==> config.mk <==
export PLATFORM = sky130hd
export DESIGN_NAME = serial_adder_ctrl
export DESIGN_NICKNAME = d
export VERILOG_FILES = /design/src/rtl/serial_adder_ctrl_pkg.sv /design/src/rtl/serial_adder_ctrl_fa.sv /design/src/rtl/serial_adder_ctrl.sv
export SDC_FILE = /design/constraint.sdc
export NUM_CORES = 1
export LEC_CHECK = 0
export CAP_MARGIN = 5
export CORE_MARGIN = 3
export CORE_UTILIZATION = 48
export CTS_CLUSTER_SIZE = 40
export DETAILED_ROUTE_END_ITERATION = 7
export PLACE_DENSITY = 0.77
export SLEW_MARGIN = 20
export SYNTH_ARGS = -nofsm -noshare
export SYNTH_HDL_FRONTEND = slang
export SYNTH_SLANG_ARGS = --single-unit
export TNS_END_PERCENT = 100
==> constraint.sdc <==
create_clock -name clk -period 1.9 [get_ports clk]
set_clock_uncertainty 0.2 [all_clocks]
set_input_delay 0.38 -clock clk [delete_from_list [all_inputs] [get_ports clk]]
set_output_delay 0.38 -clock clk [all_outputs]
set_load 0.02 [all_outputs]
==> src/rtl/serial_adder_ctrl_pkg.sv <==
// Shared definitions for the bit-serial adder controller: state encoding and
// small constant/bitwise helpers used to size and step the bit counter.
package serial_add_pkg;

   typedef enum logic [1:0] {
      ST_IDLE = 2'd0,
      ST_RUN  = 2'd1,
      ST_DONE = 2'd2
   } state_t;

   function automatic int clog2_min1(input int width);
      return (width <= 1) ? 1 : $clog2(width);
   endfunction

   // Ripple increment built from XOR/AND so the only adder in the block is the cell
   function automatic logic [31:0] bit_inc(input logic [31:0] v);
      logic [31:0] r;
      logic        c;
      c = 1'b1;
      for (int i = 0; i < 32; i++) begin
         r[i] = v[i] ^ c;
         c    = v[i] & c;
      end
      return r;
   endfunction

endpackage

==> src/rtl/serial_adder_ctrl_fa.sv <==
// Single-bit full adder cell shared across all bit positions of the serial adder.
module Full_Adder (
   output logic s,
   output logic cout,
   input  logic a,
   input  logic b,
   input  logic cin
);

   assign s    = a ^ b ^ cin;
   assign cout = (a & b) | (cin & (a ^ b));

endmodule

==> src/rtl/serial_adder_ctrl.sv <==
// Bit-serial WIDTH-bit adder: operands shift LSB-first through one Full_Adder,
// carry is held in a flop between steps, result offered on a valid/ready port.
module serial_adder_ctrl
   import serial_add_pkg::*;
#(
   parameter int WIDTH = 8
) (
   input  logic             clk,
   input  logic             rst_n,
   input  logic             start_valid,
   output logic             start_ready,
   input  logic [WIDTH-1:0] a,
   input  logic [WIDTH-1:0] b,
   input  logic             cin,
   output logic             done_valid,
   input  logic             done_ready,
   output logic [WIDTH-1:0] sum,
   output logic             cout,
   output logic             busy
);

   localparam int CW = clog2_min1(WIDTH);

   state_t           state, state_nx;
   logic [WIDTH-1:0] a_sr, b_sr, sum_sr;
   logic             carry;
   logic [CW-1:0]    cnt;
   logic             fa_s, fa_co;
   logic             load, last;

   Full_Adder u_fa (
      .s    (fa_s),
      .cout (fa_co),
      .a    (a_sr[0]),
      .b    (b_sr[0]),
      .cin  (carry)
   );

   assign last = (cnt == CW'(WIDTH - 1));

   always_comb begin
      state_nx    = state;
      start_ready = 1'b0;
      load        = 1'b0;
      case (state)
         ST_IDLE: begin
            start_ready = 1'b1;
            if (start_valid) begin
               load     = 1'b1;
               state_nx = ST_RUN;
            end
         end
         ST_RUN: begin
            if (last) state_nx = ST_DONE;
         end
         ST_DONE: begin
            // Consumer taking the result frees the slot in the same cycle
            if (done_ready) begin
               start_ready = 1'b1;
               if (start_valid) begin
                  load     = 1'b1;
                  state_nx = ST_RUN;
               end else begin
                  state_nx = ST_IDLE;
               end
            end
         end
         default: state_nx = ST_IDLE;
      endcase
   end

   always_ff @(posedge clk) begin
      if (!rst_n) begin
         state  <= ST_IDLE;
         a_sr   <= '0;
         b_sr   <= '0;
         sum_sr <= '0;
         carry  <= 1'b0;
         cnt    <= '0;
      end else begin
         state <= state_nx;
         if (load) begin
            a_sr  <= a;
            b_sr  <= b;
            carry <= cin;
            cnt   <= '0;
         end else if (state == ST_RUN) begin
            a_sr   <= a_sr >> 1;
            b_sr   <= b_sr >> 1;
            sum_sr <= (sum_sr >> 1) | (WIDTH'(fa_s) << (WIDTH - 1));
            carry  <= fa_co;
            // Hold at the final count rather than wrapping
            if (!last) cnt <= CW'(bit_inc(32'(cnt)));
         end
      end
   end

   assign sum        = sum_sr;
   assign cout       = carry;
   assign done_valid = (state == ST_DONE);
   assign busy       = (state == ST_RUN);

endmodule

Word level (Yosys, flattened, before mapping) --
Cells that the tools add are included.
Cells by class: shift-type cells 0, add/sub/neg operators 0, muxes and demuxes 16, bitwise gates (word level) 13, multiply operators 0, reductions and logical operators 6, eq/ne operators 6, div/mod/pow operators 0, $lt $le $gt $ge 0
Operator list (count):
- 8-bit 2-to-1 mux | 4
- 7-bit by 8-bit OR with 8-bit output | 1
- 1-bit 2-to-1 mux | 6
- 2-bit 2-to-1 mux | 3
- 2-bit case mux with 3 select lines | 1
- 2-bit by 1-bit != test with 1-bit output (second input constant) | 2
- 1-bit inverter | 4
- 1-bit case mux with 2 select lines | 2
- 2-bit AND reduction | 2
- 1-bit bitwise XOR | 4
- 1-bit AND | 3
- 3-bit == test (second input constant) | 1
- 3-bit AND reduction | 1
- 2-bit by 1-bit == test with 1-bit output (second input constant) | 1
- 2-bit == test (second input constant) | 1
- 2-bit zero test | 1
- 2-bit != test (second input constant) | 1
- 2-bit nonzero test | 1
- 2-bit OR reduction | 1
- 1-bit OR | 1
Storage, ports and cells: input bits 21, latch bits 0, register bits 30, memories kept 0, memory bits (writable) 0, ROM bits 0, logic and storage cells 47, output and inout port bits 12

Logic depth before layout (Yosys ltp) --
Gate-level depths: netlist of run 1.
depth after elaboration 5, mapped depth 6, mapped depth without buffers 5

By module --
From an unflattened synthesis of run 1, not the netlist that was laid out.
Second synthesis, totals: cell total of the unflattened synthesis 162, area, all modules 1377.6 um2
By module, submodules not included:
- serial_adder_ctrl | times used 1, cells an instance 161, area an instance 1357.6 um2, sequential area each 600.6 um2
- Full_Adder | times used 1, cells an instance 1, area an instance 20.0 um2, sequential area each 0.0 um2

Least setup slack after synthesis of run 1 --
Ideal clock, no wire load.
path type register to output, start reg state[1], end out start_ready, buffers on the path 2, setup slack 0.287 ns, cell stages (with the launch flop) 5, required time 1.320 ns, arrival 1.033 ns, cell sequence dfxtp_1 nor2b_1 buf_4 buf_4 nor2_1
On the way: word-level cells in the longest chain between the ends 2, elaborated cells between the ends (all ways) 3, classes of those cells 1 x eq/ne; 1 x mux; 1 x reduce/logical
RTL lines:
- start: declaration | line serial_adder_ctrl.sv:24 | state_t state, state_nx;
- start signal: assignment | line serial_adder_ctrl.sv:81 | state <= state_nx;
- 2-bit == test or 2-bit zero test (tied branches) | line serial_adder_ctrl.sv:45 | case (state)
- 1-bit case mux with 2 select lines * | line serial_adder_ctrl.sv:45
- end: declaration | line serial_adder_ctrl.sv:11 | output logic start_ready,
Mark *: on every way between the ends. The rest lies on a longest branch, timed or not.

Worst setup path in the final report of run 1 --
start reg sum_sr[0] (netlist: sum[0]), end out sum[0]
RTL lines:
- start: declaration | line serial_adder_ctrl.sv:25 | logic [WIDTH-1:0] a_sr, b_sr, sum_sr;
- start signal: assignment | line serial_adder_ctrl.sv:90 | sum_sr <= (sum_sr >> 1) | (WIDTH'(fa_s) << (WIDTH - 1));
- end: declaration | line serial_adder_ctrl.sv:17 | output logic [WIDTH-1:0] sum,
No word-level cell between the ends.

==> results of run 1 <==
## metal layers
layer | up-vias | global-route usage | routed length (um)
met1 | 588 | 0.244 | 1430
li1 | 629 | - | -
met2 | 33 | 0.358 | 1590
met5 | - | 0 | 0
met3 | 8 | 0.0518 | 171
met4 | 0 | 0.104 | 61
## cell families after synthesis
logic type               after synthesis  synth area share
AO/OA/AOI/OAI                         34             0.218
AND/OR/NAND/NOR                       77             0.242
flip-flops                            30             0.431
XOR/XNOR                               1           0.00629
adder cells (fa/ha/maj)                3            0.0323
buffers and inverters                 14            0.0701
## timing repair
action | 4_1_cts | 5_1_grt
cloned | 0 | 0
endpoints found under the setup margin | 5 | 8
pin swaps | 0 | 0
gates resized for setup | 6 | 9
## synthesized netlist by cell type, drive strengths merged
library cell  instances  area (um^2)
clkinv                1         3.75
a21oi                13         65.1
nand2b                3         18.8
clkbuf                2         7.51
a2bb2oi               1         8.76
ha                    2         25.0
nor2                  4         15.0
nor3                 15         75.1
nand2                49          186
nor3b                 1         12.5
o211ai                2         15.0
fa                    1         20.0
dfxtp                30          601
inv                   1         6.26
buf                  10         80.1
nor2b                 3         18.8
a311oi               15          200
o21ai                 3         15.0
xnor2                 1         8.76
nand3                 2         10.0
## cell usage in the layout (no fill, tap or decap), types with 2 or more instances in the layout
| cell type | n |
|---|---|
| sky130_fd_sc_hd__clkdlybuf4s50_1 | 21 |
| sky130_fd_sc_hd__nor2_1 | 4 |
| sky130_fd_sc_hd__o21ai_0 | 3 |
| sky130_fd_sc_hd__ha_1 | 2 |
| sky130_fd_sc_hd__a311oi_2 | 11 |
| sky130_fd_sc_hd__nand3_1 | 2 |
| sky130_fd_sc_hd__nand2_1 | 48 |
| sky130_fd_sc_hd__dlymetal6s2s_1 | 6 |
| sky130_fd_sc_hd__nor2b_1 | 3 |
| sky130_fd_sc_hd__dlygate4sd2_1 | 3 |
| sky130_fd_sc_hd__dfxtp_1 | 29 |
| sky130_fd_sc_hd__a21oi_1 | 13 |
| sky130_fd_sc_hd__a311oi_1 | 4 |
| sky130_fd_sc_hd__buf_4 | 9 |
| sky130_fd_sc_hd__o211ai_1 | 2 |
| sky130_fd_sc_hd__nand2b_1 | 3 |
| sky130_fd_sc_hd__clkbuf_4 | 5 |
| sky130_fd_sc_hd__nor3_1 | 15 |
## worst register-to-register path, delay by kind of cell (launching register included)
| family | cells | cell delay [ps] |
|---|---|---|
| adder cells (fa/ha/maj) | 2 | 450 |
| flip-flops | 1 | 340 |
| AND/OR/NAND/NOR | 2 | 370 |
| XOR/XNOR | 1 | 160 |
## power breakdown
| part | internal, mW | switching [mW] | leakage [nW] | total (mW) |
|---|---|---|---|---|
| sequential | 0.667 | 0.0248 | 0.246 | 0.692 |
| combinational | 0.110 | 0.124 | 0.474 | 0.234 |
| clock | 0.179 | 0.210 | 0.0353 | 0.389 |
## per-stage QoR
stage,setup slack [ps],area [um^2],utilization,TNS (ps)
floorplan,287,1390,-,0
global placement,-295,1730,0.662,-365
detailed placement,-278,1730,0.662,-1300
CTS,6.69,1790,0.683,0
global route,1.63,1800,0.688,0
finish,56.2,1800,0.688,0
## registers in the layout, summed over array words and instances (netlist names)
signal  count
state       2
a_sr        8
cnt         3
sum         8
cout        1
b_sr        8
## area by class of cell
class	count	area, um^2
clock buffers	7	55.1
clock inverters	1	5.00
fillers	236	815
inverters	2	10.0
multi-input cells	115	694
flip-flops and latches	30	602
well taps	30	37.5
repair buffers	41	394
## worst min path at each step
stage / end / cells after the start
floorplan: cnt[1] / 2
global placement: sum[0] / 2
detailed placement: sum[0] / 2
CTS: sum[0] / 2
global route: sum[0] / 2
finish: sum[0] / 2
==> metrics list, run 1 <==
* Layout Area Growth over Synthesis: 29.1%
- Detailed placement finished with a half-perimeter wire length of 2.32 mm.
- The endpoint identified for the worst register-to-register timing path is cnt[0].
- Synth unique cells: 24
- The worst pin sits at a relative slew slack of 0.711.
- Each instance of the synthesized netlist takes up on average 8.76 um^2.
* Critical path fanouts, max: 2
- For this run, the number of standard cells in the final layout without fillers is 226.
- The critical path is of the flop to output pin type.
- Root cell of the clock tree: sky130_fd_sc_hd__clkbuf_4
- Hold Violations, Final: 0
- Stages on the worst setup path: 1
- First-pass GRT wire length: 5.59 mm
* Slew @ Worst Pin: 432 ps
- Count of placed standard cells including taps: about 220
- Max-cap violation count: 0
* Share of layout cells above drive strength 1: 0.163
* Internal reg-to-reg setup slack: around 270 ps
- The mapped netlist covers 1390 um^2.
- Ant diodes: 0
- The region available for standard cell placement spans 2610 um^2.
* Destination of the critical timing path: sum[0]
- Vias in the first global route: 1294
- The max-slew violation total from the final report is 0.
- Cells along the critical path: clkdlybuf4s50_1
- Final setup vio count: 0
- Slowest cell on the critical path: sky130_fd_sc_hd__clkdlybuf4s50_1
- Sequential-to-total area share from yosys stat: 0.431
* Number of buffers created by CTS: 5
- CP endpoint kind: output pin
- Gr ovfl total: 0
* Top achievable clock speed: 542 MHz
- For this run, the total global-route usage over all layers was measured as 0.211.
- After detailed routing, the average wire length per cell comes to 14.4 um.
- Fin Hold WS: approximately 260 ps
- Number of core rows: 18
* Hold/Removal Path Class: flop to flop
- The most critical setup path has its startpoint at sum[0].
* Power density over the cells: 731 nW/um^2
- Largest net degree at the start of global routing: 28
* Initial DRC count: 29
- The worst register-to-register path begins at cnt[0].
- Horizontal die dimension: between 50 and 60 um
- Total vias in the final route: 1258
- Clock insertion delay at the later pin of the skew report: 330 ps
- The number of setup buffers added after CTS is 0.
- Gate count of the mapped netlist: ~160
* Number of cells on the worst reg-to-reg path: 5
- Clock slew seen by the registers of the worst setup and hold paths: 80 ps
- CP peak stage delay: 610 ps
* Warning count from the yosys run: 0
- The count of buffers added on input and output ports is 32.
- Measured along the y axis, the die boundary spans 59.9 um.
* Final layout net count: 219
* TritonCTS clock tree: done
* Deepest clock path buffer count: 2
- First-pass iteration count of the detailed router: 4
* Gpl congestion: 0.734
- Post-layout total power: 1.31 mW
- Leakage power figure: 0.755 nW
- Number of clock sinks: 30
- STA puts the critical path data arrival time at about 1300 ps.
- Starting density of the core: 0.533
- CP top delay family: buffers and inverters
* H-Tree Depth: 2
* DRT antenna net count: 0
- Across the VDD grid, the largest voltage drop is 0.652 mV.
- Count of boundary I/O pins: 33
* Time the final worst path needs with I/O delays and setup: 1840 ps
- The number of nets in the synthesized netlist is about 180.
- Run status: finished clean
- Counting both buffers and inverters, the worst setup path holds a total of 1.
- The number of antenna violations at the first check in global routing was 0.
* Endpoint required time on the critical path: 1320 ps
- Via density per instance: 5.57
- Post-route DRC: 0
- Area of the die: 3580 um^2
- STA classifies the critical path startpoint as a flop.
* Unrepaired setup endpoints after global routing: no
* Total Wirelength: 3.25 mm
* Crit share post-route: 0.970
- Buffers inserted to repair hold after CTS numbered 0.
* Seq cells post-synth: 30
* Min-delay src: sum[0]
Note: power is estimated with default switching activity, not from simulation.
==> run 2, diff against run 1 <==
--- a/config.mk
+++ b/config.mk
@@ -7,10 +7,12 @@
 export LEC_CHECK = 0
 export CAP_MARGIN = 5
 export CORE_MARGIN = 3
-export CORE_UTILIZATION = 48
+export CORE_UTILIZATION = 51
+export CTS_BUF_LIST = sky130_fd_sc_hd__clkbuf_4
 export CTS_CLUSTER_SIZE = 40
 export DETAILED_ROUTE_END_ITERATION = 7
-export PLACE_DENSITY = 0.77
+export PLACE_DENSITY = 0.82
+export RECOVER_POWER = 50
 export SLEW_MARGIN = 20
 export SYNTH_ARGS = -nofsm -noshare
 export SYNTH_HDL_FRONTEND = slang
==> run 2 against run 1 <==
Effect of this change: critical endpoint unchanged; core utilization fell by 0.73 points; first-iteration DRC count increased by 6.9%; critical path type unchanged; sequential share of layout area up 1.3 points; worst setup slack gained 9.5 ps; final area is 3.6% lower.
==> metrics list, run 2 (synthesized netlist as in run 1, its figures left out) <==
- Run status: finished clean (unchanged)
- The power density normalized to cell area was 744 nW/um^2 (was 731 nW/um^2).
- The critical path arrival came to 1250 ps (was 1260 ps).
* Crit share post-route: 0.965 (was 0.970)
- Highest ir drop seen on vdd: 0.536 mV (was 0.652 mV)
* Final sum of negative setup slack: 0 ps (unchanged)
- The worst path setup slack after routing was 65.6 ps (was 56.2 ps).
- The clock network fraction of design power came to 0.287 (was 0.296).
* Deepest clock path buffer count: 2 (unchanged)
- The die span in x was 58.3 um (was 59.9 um).
* Number of antenna violations at the first check in global routing: 0 (unchanged)
- Post-layout total power: 1.29 mW (was 1.31 mW)
- The worst-path maximum fanout was 2 (unchanged).
* Slew Limit Headroom: 0.689 (was 0.711)
- Slew @ Worst Pin: 467 ps (was 432 ps)
- Count of boundary I/O pins: 33 (unchanged)
- The TritonCTS clock tree is done (unchanged).
- Final setup vio count: 0 (unchanged)
- Total vias in the final route: 1280 (was 1258)
- Total Wirelength: 3.26 mm (was 3.25 mm)
- The via count of the first global-routing pass was 1292 (was 1294).
* Leakage power figure: 0.628 nW (was 0.755 nW)
- Hold/Removal Path Class: flop to flop (unchanged)
- The max-slew violation total from the final report is 0 (unchanged).
- Ant diodes: 0 (unchanged)
- Time the final worst path needs with I/O delays and setup: 1830 ps (was 1840 ps)
* Global-route usage over all layers: 0.212 (was 0.211)
* Slowest cell on the critical path: sky130_fd_sc_hd__clkdlybuf4s50_1 (unchanged)
- Number of core rows: 18 (unchanged)
* DRT antenna net count: 0 (unchanged)
- The die boundary height came to 58.3 um (was 59.9 um).
- Portion of total power attributed to combinational logic: 0.177 (was 0.178)
* Initial DRC count: 31 (was 29)
- Share of layout cells above drive strength 1: 0.169 (was 0.163)
* Critical path start-end classification: flop to output pin (unchanged)
- Core ar.: 2540 um^2 (was 2610 um^2)
- The wire length of the first global-routing pass came to 5.51 mm (was 5.59 mm).
- The required time of the worst setup path came to 1320 ps (about the same).
- The signed area change from the synthesized netlist to the final layout is 24.4% (was 29.1%).
- The clock sink total is 30 (unchanged).
* Max-cap violation count: 0 (unchanged)
- First-pass iteration count of the detailed router: 4 (unchanged)
- The final-layout worst hold slack is 257 ps (was 264 ps).
* IO Port Bufs: 32 (unchanged)
* Clock insertion delay at the later pin of the skew report: 320 ps (was 330 ps)
* Commonest non-fill, non-tap cell in the layout: sky130_fd_sc_hd__nand2_1 (unchanged)
- Cells along the critical path: clkdlybuf4s50_1 (unchanged)
- Top achievable clock speed: 545 MHz (was 542 MHz)
- Clock slew seen by the registers of the worst setup and hold paths: 90 ps (was 80 ps)
- H-Tree Depth: 2 (unchanged)
* Commonest cells after routing, fill and taps aside: sky130_fd_sc_hd__nand2_1, sky130_fd_sc_hd__dfxtp_1, sky130_fd_sc_hd__clkdlybuf4s50_1 (unchanged)
- The cell chosen for the clock root was sky130_fd_sc_hd__clkbuf_4 (unchanged).
* Final layout net count: 219 (unchanged)
- The category of the worst setup path launch point was a flop (unchanged).
* Placed wire-length estimate after detailed placement: 2.30 mm (was 2.32 mm)
- CP endpoint kind: output pin (unchanged)
- The detail-routed net length per standard cell was 14.5 um (was 14.4 um).
- Area of the die: 3390 um^2 (was 3580 um^2)
- The residual overflow from global routing came to 0 (unchanged).
* Count of placed standard cells including taps: 218 (unchanged)
- Largest net degree at the start of global routing: 28 (unchanged)
* Via density per instance: 5.69 (was 5.57)
* Unrepaired setup endpoints after global routing: no (unchanged)
- CP top delay family: buffers and inverters (unchanged)
* Number of buffer and inverter stages on the critical path: 1 (unchanged)
- The pre-CTS setup slack is -359 ps (was -278 ps).
* Gpl congestion: 0.820 (was 0.734)
- Cell Int Power: 0.941 mW (was 0.956 mW)
* Number of buffers created by CTS: 5 (unchanged)
- The portion of total power attributed to sequential cells is 0.536 (was 0.526).
- The initial core utilization was 0.547 (was 0.533).
- The filler-free cell count of the finished design was 225 (was 226).
- The power spent charging and discharging nets is 0.349 mW (was 0.358 mW).
* Switching share of power: 0.271 (was 0.273)
- The highest cell delay on the worst timing path is 600 ps (was 610 ps).
- Post-route DRC: 0 (unchanged)
- Hold Violations, Final: 0 (unchanged)
-- run 2: area by class of cell --
| class | instances | area [um^2] |
|---|---|---|
| fill | 220 | 812 |
| multi-input combinational | 115 | 694 |
| sequential | 30 | 603 |
| timing repair buffer | 41 | 335 |
| clock buffer | 7 | 52.6 |
| tap | 30 | 37.5 |
| inverter | 2 | 10.0 |
-- run 2: final timing paths --
path	from	to	slack (ps)	depth (start not counted)
max reg2reg	state[1]	b_sr[6]	170	5
min	sum[0]	sum[0]	260	2
min reg2reg	sum[0]	sum[0]	260	2
max	sum[0]	sum[0]	70	1
-- run 2: what timing repair did --
item / in CTS / in global routing
buffers inserted: 0 / 0
gates resized for setup: 10 / 7
endpoints found under the setup margin: 5 / 8
cloned: 0 / 0
hold buffers: 0 / 0
-- run 2: power by group through the flow --
stage / combinational (mW) / sequential (mW) / clock (mW)
2_1_floorplan: 0.151 / 0.705 / 0
3_3_place_gp: 0.230 / 0.703 / 0
3_5_place_dp: 0.237 / 0.705 / 0
4_1_cts: 0.234 / 0.691 / 0.378
5_1_grt: 0.250 / 0.696 / 0.413
6_report: 0.228 / 0.691 / 0.371
-- run 2: routing by layer --
layer,global-route usage,up-vias,share of wire
li1,-,625,-
met1,0.240,611,0.44
met2,0.369,39,0.50
met3,0.0468,5,0.051
met4,0.109,0,0.014
met5,0,-,0
-- run 2: through the flow --
step	cell area [um^2]	utilization
floorplan	1390	-
global placement	1730	0.680
detailed placement	1730	0.680
CTS	1780	0.698
global route	1730	0.681
finish	1730	0.681
-- run 2: worst min-delay path: cells and delay by family (launching register included) --
family          cells  cell delay (ps)
simple gates        1               50
flops               1              320
compound gates      1               50
